### src/rtl/seg7_capture.sv
// seg7_capture: decodes a 7-segment bus (bit0=top .. bit5=upper-left,
// bit6=middle, active-high) back into a hex digit. Each pattern must hold for
// STABLE_CYCLES consecutive enabled samples, and is then reported once through
// a valid/ready output register. If the consumer still holds an unaccepted
// report when a new one arrives, the new report is dropped and the sticky
// overrun flag is set.
module seg7_capture #(
    parameter int unsigned STABLE_CYCLES = 4,    // 1..255
    parameter bit          REPORT_BLANK  = 1'b1  // report the all-off pattern
) (
    input  logic       clk,
    input  logic       rst,        // synchronous, active-high
    input  logic       en,
    input  logic [6:0] segments,
    output logic [3:0] digit_o,
    output logic       illegal_o,
    output logic       blank_o,
    output logic       out_valid,
    input  logic       out_ready,
    output logic       overrun_o
);

    // The stability counter only has to reach STABLE_CYCLES. It saturates
    // there and never wraps.
    localparam int unsigned     CNT_W   = $clog2(STABLE_CYCLES + 1);
    localparam logic [CNT_W-1:0] CNT_MAX = CNT_W'(STABLE_CYCLES);
    localparam logic [CNT_W-1:0] CNT_ONE = CNT_W'(1);

    typedef struct packed {
        logic [3:0] digit;
        logic       illegal;
        logic       blank;
    } decode_t;

    // Glyph table lookup. A blank or illegal pattern decodes to digit 0.
    function automatic decode_t decode_glyph(input logic [6:0] seg);
        decode_t d;
        // NOTE: default every field before the case, so no path leaves a field unassigned.
        d = '0;
        case (seg)
            7'b0111111: d.digit = 4'h0;
            7'b0000110: d.digit = 4'h1;
            7'b1011011: d.digit = 4'h2;
            7'b1001111: d.digit = 4'h3;
            7'b1100110: d.digit = 4'h4;
            7'b1101101: d.digit = 4'h5;
            7'b1111101: d.digit = 4'h6;
            7'b0000111: d.digit = 4'h7;
            7'b1111111: d.digit = 4'h8;
            7'b1101111: d.digit = 4'h9;
            7'b1110111: d.digit = 4'hA;
            7'b1111100: d.digit = 4'hB;
            7'b0111001: d.digit = 4'hC;
            7'b1011110: d.digit = 4'hD;
            7'b1111001: d.digit = 4'hE;
            7'b1110001: d.digit = 4'hF;
            7'b0000000: d.blank   = 1'b1;
            default:    d.illegal = 1'b1;
        endcase
        return d;
    endfunction

    // Sampler state
    logic [6:0]       r_sample;
    logic [CNT_W-1:0] r_cnt;
    logic             r_armed;

    // Output register
    logic [3:0]       r_digit;
    logic             r_illegal;
    logic             r_blank;
    logic             r_valid;
    logic             r_overrun;

    // Decisions derived from the current state
    decode_t          w_decoded;
    logic             w_changed;
    logic             w_cnt_full;
    logic             w_suppress;
    logic             w_report;
    logic             w_can_load;

    // Decode the held sample, then decide whether this edge is a report event.
    always_comb begin
        w_decoded  = decode_glyph(r_sample);
        w_changed  = (segments != r_sample);
        w_cnt_full = (r_cnt == CNT_MAX);
        w_suppress = w_decoded.blank && !REPORT_BLANK;
        w_report   = r_armed && w_cnt_full && en && !w_suppress;
        w_can_load = !r_valid || out_ready;
    end

    // Sampler: track the segment bus, count identical samples, and disarm after
    // a report so that each stable pattern is reported once. Any change re-arms
    // the sampler, including a return to an earlier value. This takes priority
    // over the disarm when a change and a report fall on the same edge.
    always_ff @(posedge clk) begin
        // NOTE: state registers use non-blocking assignments, so every register reads pre-edge values.
        if (rst) begin
            r_sample <= '0;
            r_cnt    <= '0;
            r_armed  <= 1'b1;
        end else if (en) begin
            if (w_changed) begin
                r_sample <= segments;
                r_cnt    <= CNT_ONE;
                r_armed  <= 1'b1;
            end else begin
                if (!w_cnt_full) begin
                    r_cnt <= r_cnt + CNT_ONE;
                end
                if (w_report) begin
                    r_armed <= 1'b0;
                end
            end
        end
    end

    // Output register and handshake. A report loads when the slot is free or
    // is being accepted on this edge. Otherwise the report is dropped and the
    // overrun flag is set. With no report, an accept empties the slot.
    always_ff @(posedge clk) begin
        if (rst) begin
            r_digit   <= '0;
            r_illegal <= 1'b0;
            r_blank   <= 1'b0;
            r_valid   <= 1'b0;
            r_overrun <= 1'b0;
        end else if (w_report && w_can_load) begin
            r_digit   <= w_decoded.digit;
            r_illegal <= w_decoded.illegal;
            r_blank   <= w_decoded.blank;
            r_valid   <= 1'b1;
        end else if (w_report) begin
            r_overrun <= 1'b1;
        end else if (r_valid && out_ready) begin
            r_valid <= 1'b0;
        end
    end

    assign digit_o   = r_digit;
    assign illegal_o = r_illegal;
    assign blank_o   = r_blank;
    assign out_valid = r_valid;
    assign overrun_o = r_overrun;

endmodule

### config.mk
export PLATFORM = sky130hd
export DESIGN_NAME = seg7_capture
export DESIGN_NICKNAME = d
export VERILOG_FILES = /design/src/rtl/seg7_capture.sv
export SDC_FILE = /design/constraint.sdc
export NUM_CORES = 1
export LEC_CHECK = 0
export CORE_MARGIN = 10
export CORE_UTILIZATION = 35
export CTS_CLUSTER_SIZE = 14
export DETAILED_ROUTE_END_ITERATION = 12
export PLACE_DENSITY_LB_ADDON = 0.25
export SYNTH_ARGS = -nofsm -noshare
export SYNTH_HDL_FRONTEND = slang
export SYNTH_SLANG_ARGS = --single-unit
### constraint.sdc
create_clock -name clk -period 2.1 [get_ports clk]
set_input_delay 0.315 -clock clk [delete_from_list [all_inputs] [get_ports clk]]
set_output_delay 0.315 -clock clk [all_outputs]
set_load 0.03 [all_outputs]
==> results.md, run 1 <==
- Antenna Nets Post-Route: 0
- Synth top area cells: dfxtp_1 30%, mux2i_1 5.6%, xnor2_1 5.6%
- Initial antenna violation count: 0
- HPWL after detailed placement: 2.20 mm
- Synthesis-stage register bit count: 19
- Worst Path Max Fanout: 15
- Final core occ: 43.6%
- # hold bufs at CTS: 0
- Nets: 185
- CP Capture Type: flop
- Share of layout cells above drive strength 1: 10.5%
- Post-synth top area cell: dfxtp_1
- Warnings from Yosys: 0
- Worst-path clk slew: 120 ps
- Status: finished clean
- Row count: 21
- Gates resized, CTS repair: 0
- Unrepaired setup endpoints after global routing: false
- DP Worst Slack: 185 ps
- Final Power: 0.716 mW
- Slack of the critical path: 291 ps
- Mean routed wirelength per cell: 13.5 um
- Sequential fraction of the synthesis area: 30.4%
- I/O Buffers: 18
- Post-synthesis cell count: 153
- Required @ worst endpoint: 2320 ps
- Fin. max-slew vios: 0
- Initial core utilization: 37.0%
- DR iter-0 viols: 60
- Drt total wl: 2.94 mm
- Min-Delay Path Class: flop to flop
- Maxcap violations: 0
- Min Hold Slack: 479 ps
- Layout Skew: 10.8 ps
- First-pass GRT wire length: 4.83 mm
- GRT overflow: 0
- Residual DRC: 0
- Design area: 0.00148 mm2
- Worst rel slew slack: 67.4%
- Root Driver: clkbuf_4
- IO Pins: 19
- Vias in the first global route: 1086
- Commonest non-fill, non-tap cell in the layout: dfxtp_1
- Minimum clock period: 1810 ps
- Vias post-DR: 1141
- Part of the cycle the worst path needs: 86.2%
- GPL Wtd Cong: 0.856
- Leak Pwr: 0.525 nW
- Mapped Area: 0.00125 mm2
- CTS Buffer Depth: 2
- Final setup TNS: 0 ps
- Post-CTS setup buffer count: 0
- Synth unique cells: 47
- CTS tree: yes
- Most frequent cells in the layout: 19 x dfxtp_1, 18 x clkdlybuf4s50_1, 16 x nand2_1
- Maximum vdd drop: 262 uV
- H-tree depth: 1
- CP peak stage delay: 610 ps
- Largest net degree at the start of global routing: 16
- Final setup violation count: 0
- Final hold vios: 0
- Non-filler instance count after layout: 217
- Total Routing Usage GR: 9.24%
- CTS buffer count: 3
- Synth Net Count: 166
- Die Height: 79.8 um
- Die Wd: 79.8 um
- Syn avg cell area: 8.19 um2
- Worst skew pair latency: 320 ps
- Routed vias/inst: 5.26
- Crit start category: flop
- Post-Place Cells: 213
- Pwr/cell area: 484 mW/mm2
- Worst-path cell chain: or4b_4 > nor3_2 > nor3_1 > o311a_1 > a41o_1
- Worst Tran Pin Value: 489 ps
- Layout area overhead: 18.1%
- Drt pass-1 iters: 5
- CP bufs+invs: 0
- Total core area: 0.00339 mm2
- Post-DP Area: 0.00145 mm2
- Die ar.: 0.00637 mm2
- CP Class: flop to flop
- CTS Sinks: 19
- Crit path DAT: 2030 ps
- Delay-heaviest family, CP: simple AND/OR/NAND/NOR gates
- Slowest CP cell: or4b_4
- N_diodes: 0
- Post-synth top area share: 30.4%
- Fmax achieved: 553 MHz
==> synth_stat cells (all sizes together) <==
master / n
nand3b: 2
xnor2: 8
nor3b: 1
or3: 1
clkbuf: 2
a211oi: 4
a21oi: 10
o31ai: 1
nand2: 16
or4: 1
or4b: 1
dfxtp: 19
ha: 2
nor4: 4
o311a: 1
o21a: 2
and2b: 1
a41o: 1
nor3: 4
a21bo: 1
nor2: 14
nor2b: 2
nand2b: 4
and3: 4
or2: 2
mux2i: 7
o22ai: 1
a32oi: 1
nand3: 7
inv: 3
nand4: 2
or3b: 1
a41oi: 2
a32o: 1
a31oi: 2
buf: 9
o21ai: 8
o211ai: 1
==> metal layers <==
layer  share of wire [%]  routed length [um]  global-route usage [%]  vias up
met3                 6.7                 197                    2.93        4
met2                  43                1260                    14.0       28
met4                 1.4                  40                    5.11        0
li1                    -                   -                       -      588
met5                   0                   0                       0        -
met1                  49                1430                    11.3      521
==> where the power goes <==
part / leakage (nW) / switching [mW] / internal, mW
clock: 0.0150 / 0.123 / 0.0744
combinational: 0.355 / 0.0625 / 0.0650
sequential: 0.155 / 0.0209 / 0.370
total: 0.525 / 0.207 / 0.509
==> path summary, 6_finish.rpt <==
check	startpoint	to	slack, ps	cells after the start
max	r_sample[6]$_SDFFE_PP0P_	illegal_o$_SDFFE_PP0P_	290	5
max reg2reg	r_sample[6]$_SDFFE_PP0P_	illegal_o$_SDFFE_PP0P_	290	5
min reg2reg	overrun_o$_SDFFE_PP0P_	overrun_o$_SDFFE_PP0P_	480	1
min	overrun_o$_SDFFE_PP0P_	overrun_o$_SDFFE_PP0P_	480	1
==> worst register-to-register path, stage by stage (launching register included) <==
cell	delay (ps)
dfxtp_1	480
or4b_4	610
nor3_2	170
nor3_1	90
o311a_1	140
a41o_1	240
==> logic make-up after synthesis <==
kind of cell | synth area share (%)
adder cells (fa/ha/maj) | 2.00
multiplexers | 5.59
XOR/XNOR | 5.59
flip-flops | 30.4
AND/OR/NAND/NOR | 29.6
buffers and inverters | 8.09
AO/OA/AOI/OAI | 18.8
==> sequential cells by signal, indices dropped and copies added, names as in the netlist <==
name,count
illegal_o,1
r_cnt,3
overrun_o,1
out_valid,1
digit_o,4
r_sample,7
r_armed,1
blank_o,1
==> final cells by class <==
type,instances,area (um2)
fill,354,1910
sequential,19,380
timing repair buffer,25,233
inverter,3,11.3
tap,46,57.6
multi-input combinational,120,771
clock buffer,4,26.3
No activity file was read; power rests on OpenSTA's default activity.
==> inputs of run 2 (changes only) <==
- DONT_BUFFER_PORTS: unset -> 1
==> run 2 against run 1 <==
Net effect: cell area decreased by 13%; non-clock buffer count decreased by 20; die area is the same; first-iteration DRC count is 68% higher; cell count fell by 9.2%; core utilization shrank 5.8 points; maximum frequency grew 1.3%; sequential power barely moved; highest routed layer unchanged.
==> results.md, run 2 (synthesis gave the netlist of run 1 again) <==
- Root Driver: clkbuf_4
- Required @ worst endpoint: 2290 ps
- Post-CTS setup buffer count: 0
- CTS tree: yes
- Comb pwr share: 14.2%
- Share of layout cells above drive strength 1: 10.6%
- Total Routing Usage GR: 8.99%
- Pint: 0.491 mW
- IO Pins: 19
- CTS Buffer Depth: 2
- Crit path DAT: 1980 ps
- Pwr/cell area: 519 mW/mm2
- Commonest non-fill, non-tap cell in the layout: dfxtp_1
- RR Endpoint: illegal_o$_SDFFE_PP0P_
- Vias post-DR: 1073
- Drt pass-1 iters: 4
- Slowest CP cell: or4b_4
- Total core area: 0.00339 mm2
- Most flops, register: r_sample
- Gates resized, CTS repair: 0
- Min-Delay Path Class: primary input to flop
- Crit path from: r_sample[6]$_SDFFE_PP0P_
- Clock Power Share: 27.0%
- CP bufs+invs: 0
- Worst rel slew slack: 67.0%
- Fin. max-slew vios: 0
- Row count: 21
- Max FFs per register: 7
- CTS buffer count: 3
- Final hold vios: 0
- Most frequent cells in the layout: 19 x dfxtp_1, 16 x nand2_1, 13 x nor2_1
- Nets: 165
- DR iter-0 viols: 101
- Final setup violation count: 0
- CTS Sinks: 19
- Hold Crit Depth: 1
- Final core occ: 37.9%
- Initial core utilization: 37.0%
- Die Height: 79.8 um
- Unrepaired setup endpoints after global routing: false
- Part of the cycle the worst path needs: 85.0%
- Worst-path clk slew: 100 ps
- GRT overflow: 0
- Stages on the worst setup path: 5
- Fmax achieved: 560 MHz
- Die Wd: 79.8 um
- Worst-path cell chain: or4b_4 > nor3_2 > nor3_1 > o311a_1 > a41o_1
- Status: finished clean
- N_diodes: 0
- Minimum clock period: 1790 ps
- CP Capture Type: flop
- Worst skew pair latency: 290 ps
- Layout area overhead: 2.50%
- HPWL after detailed placement: 2.26 mm
- First-pass GRT wire length: 4.71 mm
- R2R Setup Slk: 310 ps
- Antenna Nets Post-Route: 0
- Mean routed wirelength per cell: 14.9 um
- Post-Place Cells: 193
- CP Class: flop to flop
- Reg2Reg Launch Point: r_sample[6]$_SDFFE_PP0P_
- Delay-heaviest family, CP: simple AND/OR/NAND/NOR gates
- Min Hold Slack: 78.1 ps
- GPL Wtd Cong: 0.814
- Sequential Power Share: 58.8%
- Routed vias/inst: 5.45
- Maximum vdd drop: 231 uV
- Crit start category: flop
- Drt total wl: 2.93 mm
- Largest net degree at the start of global routing: 16
- Maxcap violations: 0
- P_sw: 0.176 mW
- Non-filler instance count after layout: 197
- Initial antenna violation count: 0
- Worst reg2reg path depth: 5
- Die ar.: 0.00637 mm2
- Vias in the first global route: 919
- Leak Pwr: 0.449 nW
- I/O Buffers: 0
- Final setup TNS: 0 ps
- Final Power: 0.667 mW
- Worst Path Max Fanout: 15
- CP peak stage delay: 600 ps
- # hold bufs at CTS: 0
- H-tree depth: 1
- Crit path to: illegal_o$_SDFFE_PP0P_
- Sw Share: 26.4%
- Worst Tran Pin Value: 495 ps
- Residual DRC: 0
- Layout Skew: 2.09 ps
run 2: cell count changes in the layout (fill, tap and decap cells not counted):
cell	previous run	this run
clkdlybuf4s50_1	18	0
buf_4	7	5
run 2: power by group through the flow:
stage	clock network [mW]	registers, mW	logic [mW]
global route	0.212	0.395	0.105
finish	0.180	0.392	0.0948
CTS	0.194	0.392	0.0952
floorplan	0	0.387	0.102
detailed placement	0	0.400	0.0949
global placement	0	0.399	0.0939
run 2: cell type report:
| class | instances | area [um2] |
|---|---|---|
| flip-flops and latches | 19 | 380 |
| fillers | 359 | 2110 |
| multi-input cells | 120 | 771 |
| clock buffers | 4 | 26.3 |
| inverters | 3 | 11.3 |
| repair buffers | 5 | 37.5 |
| well taps | 46 | 57.6 |
run 2: per-layer routing:
layer | GRT usage [%] | wire [um] | vias up
li1 | - | - | 547
met1 | 11.8 | 1340 | 491
met2 | 12.9 | 1240 | 33
met3 | 4.95 | 332 | 2
met4 | 1.06 | 10 | 0
met5 | 0 | 0 | -
run 2: worst min path at each step:
stage,from,end
2_1_floorplan,rst,r_armed$_SDFFE_PP1P_
3_3_place_gp,rst,out_valid$_SDFFE_PP0P_
3_5_place_dp,rst,out_valid$_SDFFE_PP0P_
4_1_cts,rst,r_sample[6]$_SDFFE_PP0P_
5_1_grt,rst,r_sample[0]$_SDFFE_PP0P_
6_report,rst,out_valid$_SDFFE_PP0P_
run 2: stage by stage:
stage | cell area [um2] | setup slack (ps)
after CTS | 1280 | 311
after global placement | 1260 | 359
final | 1280 | 315
after global routing | 1280 | 205
after floorplan | 1250 | 531
after detailed placement | 1260 | 336
run 2: worst reg2reg max path: stages, from the launching register on:
cell     delay (ps)
dfxtp_1         470
or4b_4          600
nor3_2          160
nor3_1           90
o311a_1         140
a41o_1          230
==> inputs of run 3 (changes only) <==
- HOLD_SLACK_MARGIN: unset -> 0.15
- clock period: 2.1 -> 2.25 ns (I/O delays scaled with it)
==> run 3 against run 2 <==
Net effect: clock power barely moved; first-iteration DRC count fell by 11%; global-route usage rose by 0.29 points; worst hold slack improved by 100 ps; largest power group unchanged; non-clock buffer count fell by 2; highest routed layer unchanged; critical path type unchanged; clock-buffer cell count fell by 1; core utilization fell by 0.26 points.
==> results.md, run 3 (synthesis gave the netlist of run 1 again) <==
- Worst skew pair latency: 300 ps
- Layout area overhead: 1.80%
- Drt pass-1 iters: 4
- P_sw: 0.179 mW
- FILL cells: 363
- Worst Hold End: r_sample[4]$_SDFFE_PP0P_
- N_diodes: 0
- Die ar.: 0.00637 mm2
- Commonest non-fill, non-tap cell in the layout: dfxtp_1
- Vias in the first global route: 986
- Final hold vios: 0
- Fmax achieved: 529 MHz
- Share of layout cells above drive strength 1: 8.72%
- Final Power: 0.632 mW
- R2R Setup Slk: 360 ps
- Routed vias/inst: 5.43
- Clock Power Share: 28.2%
- Worst-path clk slew: 120 ps
- I/O Buffers: 0
- Worst Tran Pin Value: 546 ps
- Largest net degree at the start of global routing: 17
- IO Pins: 19
- Maximum vdd drop: 283 uV
- CTS Buffer Depth: 2
- Sw Share: 28.4%
- Required @ worst endpoint: 2460 ps
- Crit path DAT: 2100 ps
- Max FFs per register: 7
- CTS tree: yes
- Total core area: 0.00339 mm2
- HPWL after detailed placement: 2.14 mm
- Hold wc startpoint: segments[4]
- Part of the cycle the worst path needs: 83.9%
- Maxcap violations: 0
- DR iter-0 viols: 90
- Comb pwr share: 12.6%
- Pwr/cell area: 496 mW/mm2
- Worst Path Max Fanout: 16
- Most flops, register: r_sample
- Pint: 0.453 mW
- Final setup violation count: 0
- H-tree depth: 1
- Unrepaired setup endpoints after global routing: false
- Min-Delay Path Class: primary input to flop
- Die Height: 79.8 um
- GRT overflow: 0
- Vias post-DR: 1058
- Leak Pwr: 0.439 nW
- Nets: 163
- Final setup TNS: 0 ps
- Most frequent cells in the layout: 19 x dfxtp_1, 16 x nand2_1, 13 x nor2_1
- Root Driver: clkbuf_4
- Worst reg2reg path depth: 5
- Residual DRC: 0
- Status: finished clean
- GPL Wtd Cong: 0.795
- Initial core utilization: 37.0%
- CTS Sinks: 19
- Row count: 21
- Final core occ: 37.6%
- Sequential Power Share: 59.1%
- Layout Skew: 4.48 ps
- Reg2Reg Launch Point: r_sample[1]$_SDFFE_PP0P_
- Worst rel slew slack: 63.5%
- Fin. max-slew vios: 0
- CP Capture Type: flop
- Hold Crit Depth: 2
- Minimum clock period: 1890 ps
- CTS buffer count: 3
- Mean routed wirelength per cell: 14.8 um
- Die Wd: 79.8 um
- Drt total wl: 2.89 mm
- CP Class: flop to flop
- Initial antenna violation count: 0
- Post-CTS setup buffer count: 0
- Crit start category: flop
- First-pass GRT wire length: 4.91 mm
- RR Endpoint: illegal_o$_SDFFE_PP0P_
- Total Routing Usage GR: 9.28%
- Antenna Nets Post-Route: 0
==> run 3: cell count changes in the layout (fill, tap and decap cells not counted) <==
cell           previous run  this run
buf_4                     5         1
clkbuf_1                  1         0
clkinv_2                  0         1
dlygate4sd3_1             0         2
==> run 3: routing by layer <==
metal	GRT usage [%]	part of all wire (%)	vias up
li1	-	-	546
met1	12.5	49	479
met2	12.6	40	31
met3	5.18	10	2
met4	1.58	0.35	0
met5	0	0	-
==> run 3: how the worst max path moves through the flow <==
stage / start / endpoint / slack (ps)
after floorplan: r_sample[3]$_SDFFE_PP0P_ / illegal_o$_SDFFE_PP0P_ / 680
final: r_sample[1]$_SDFFE_PP0P_ / illegal_o$_SDFFE_PP0P_ / 360
after CTS: r_sample[1]$_SDFFE_PP0P_ / illegal_o$_SDFFE_PP0P_ / 370
after global routing: r_sample[1]$_SDFFE_PP0P_ / illegal_o$_SDFFE_PP0P_ / 260
after global placement: r_sample[1]$_SDFFE_PP0P_ / illegal_o$_SDFFE_PP0P_ / 420
after detailed placement: r_sample[1]$_SDFFE_PP0P_ / illegal_o$_SDFFE_PP0P_ / 400
==> run 3: what timing repair did <==
action                    4_1_cts  5_1_grt
gates resized for setup         0        0
hold buffers                    2        0
hold endpoints to repair       11        0
==> run 3: power by group through the flow <==
stage               sequential, mW  combinational, mW  clock [mW]
floorplan                    0.361             0.0955           0
global placement             0.379             0.0742           0
detailed placement           0.380             0.0741           0
CTS                          0.373             0.0803       0.188
global route                 0.376             0.0913       0.202
finish                       0.374             0.0799       0.179
==> run 3: final cells by class <==
type	instances	area (um2)	area share, %
repair buffers	3	27.5	2.16
clock inverters	1	5.00	0.393
clock buffers	3	22.5	1.77
inverters	3	11.3	0.883
flip-flops and latches	19	380	29.8
multi-input cells	120	771	60.5
well taps	46	57.6	4.51
==> run 3: stage by stage <==
step / setup slack, ps / area (um2) / std cells / hold WS [ps]
2_1_floorplan: 681 / 1250 / 153 / 434
3_3_place_gp: 425 / 1230 / 189 / 409
3_5_place_dp: 399 / 1230 / 189 / 412
4_1_cts: 373 / 1270 / 195 / 174
5_1_grt: 263 / 1270 / 195 / 180
6_report: 361 / 1270 / 195 / 182
==> run 3: critical path: stages (launching register included) <==
cell and delay (ps):
dfxtp_1 650, or4b_4 530, nor3_2 150, nor3_1 90
o311a_1 150, a41o_1 230
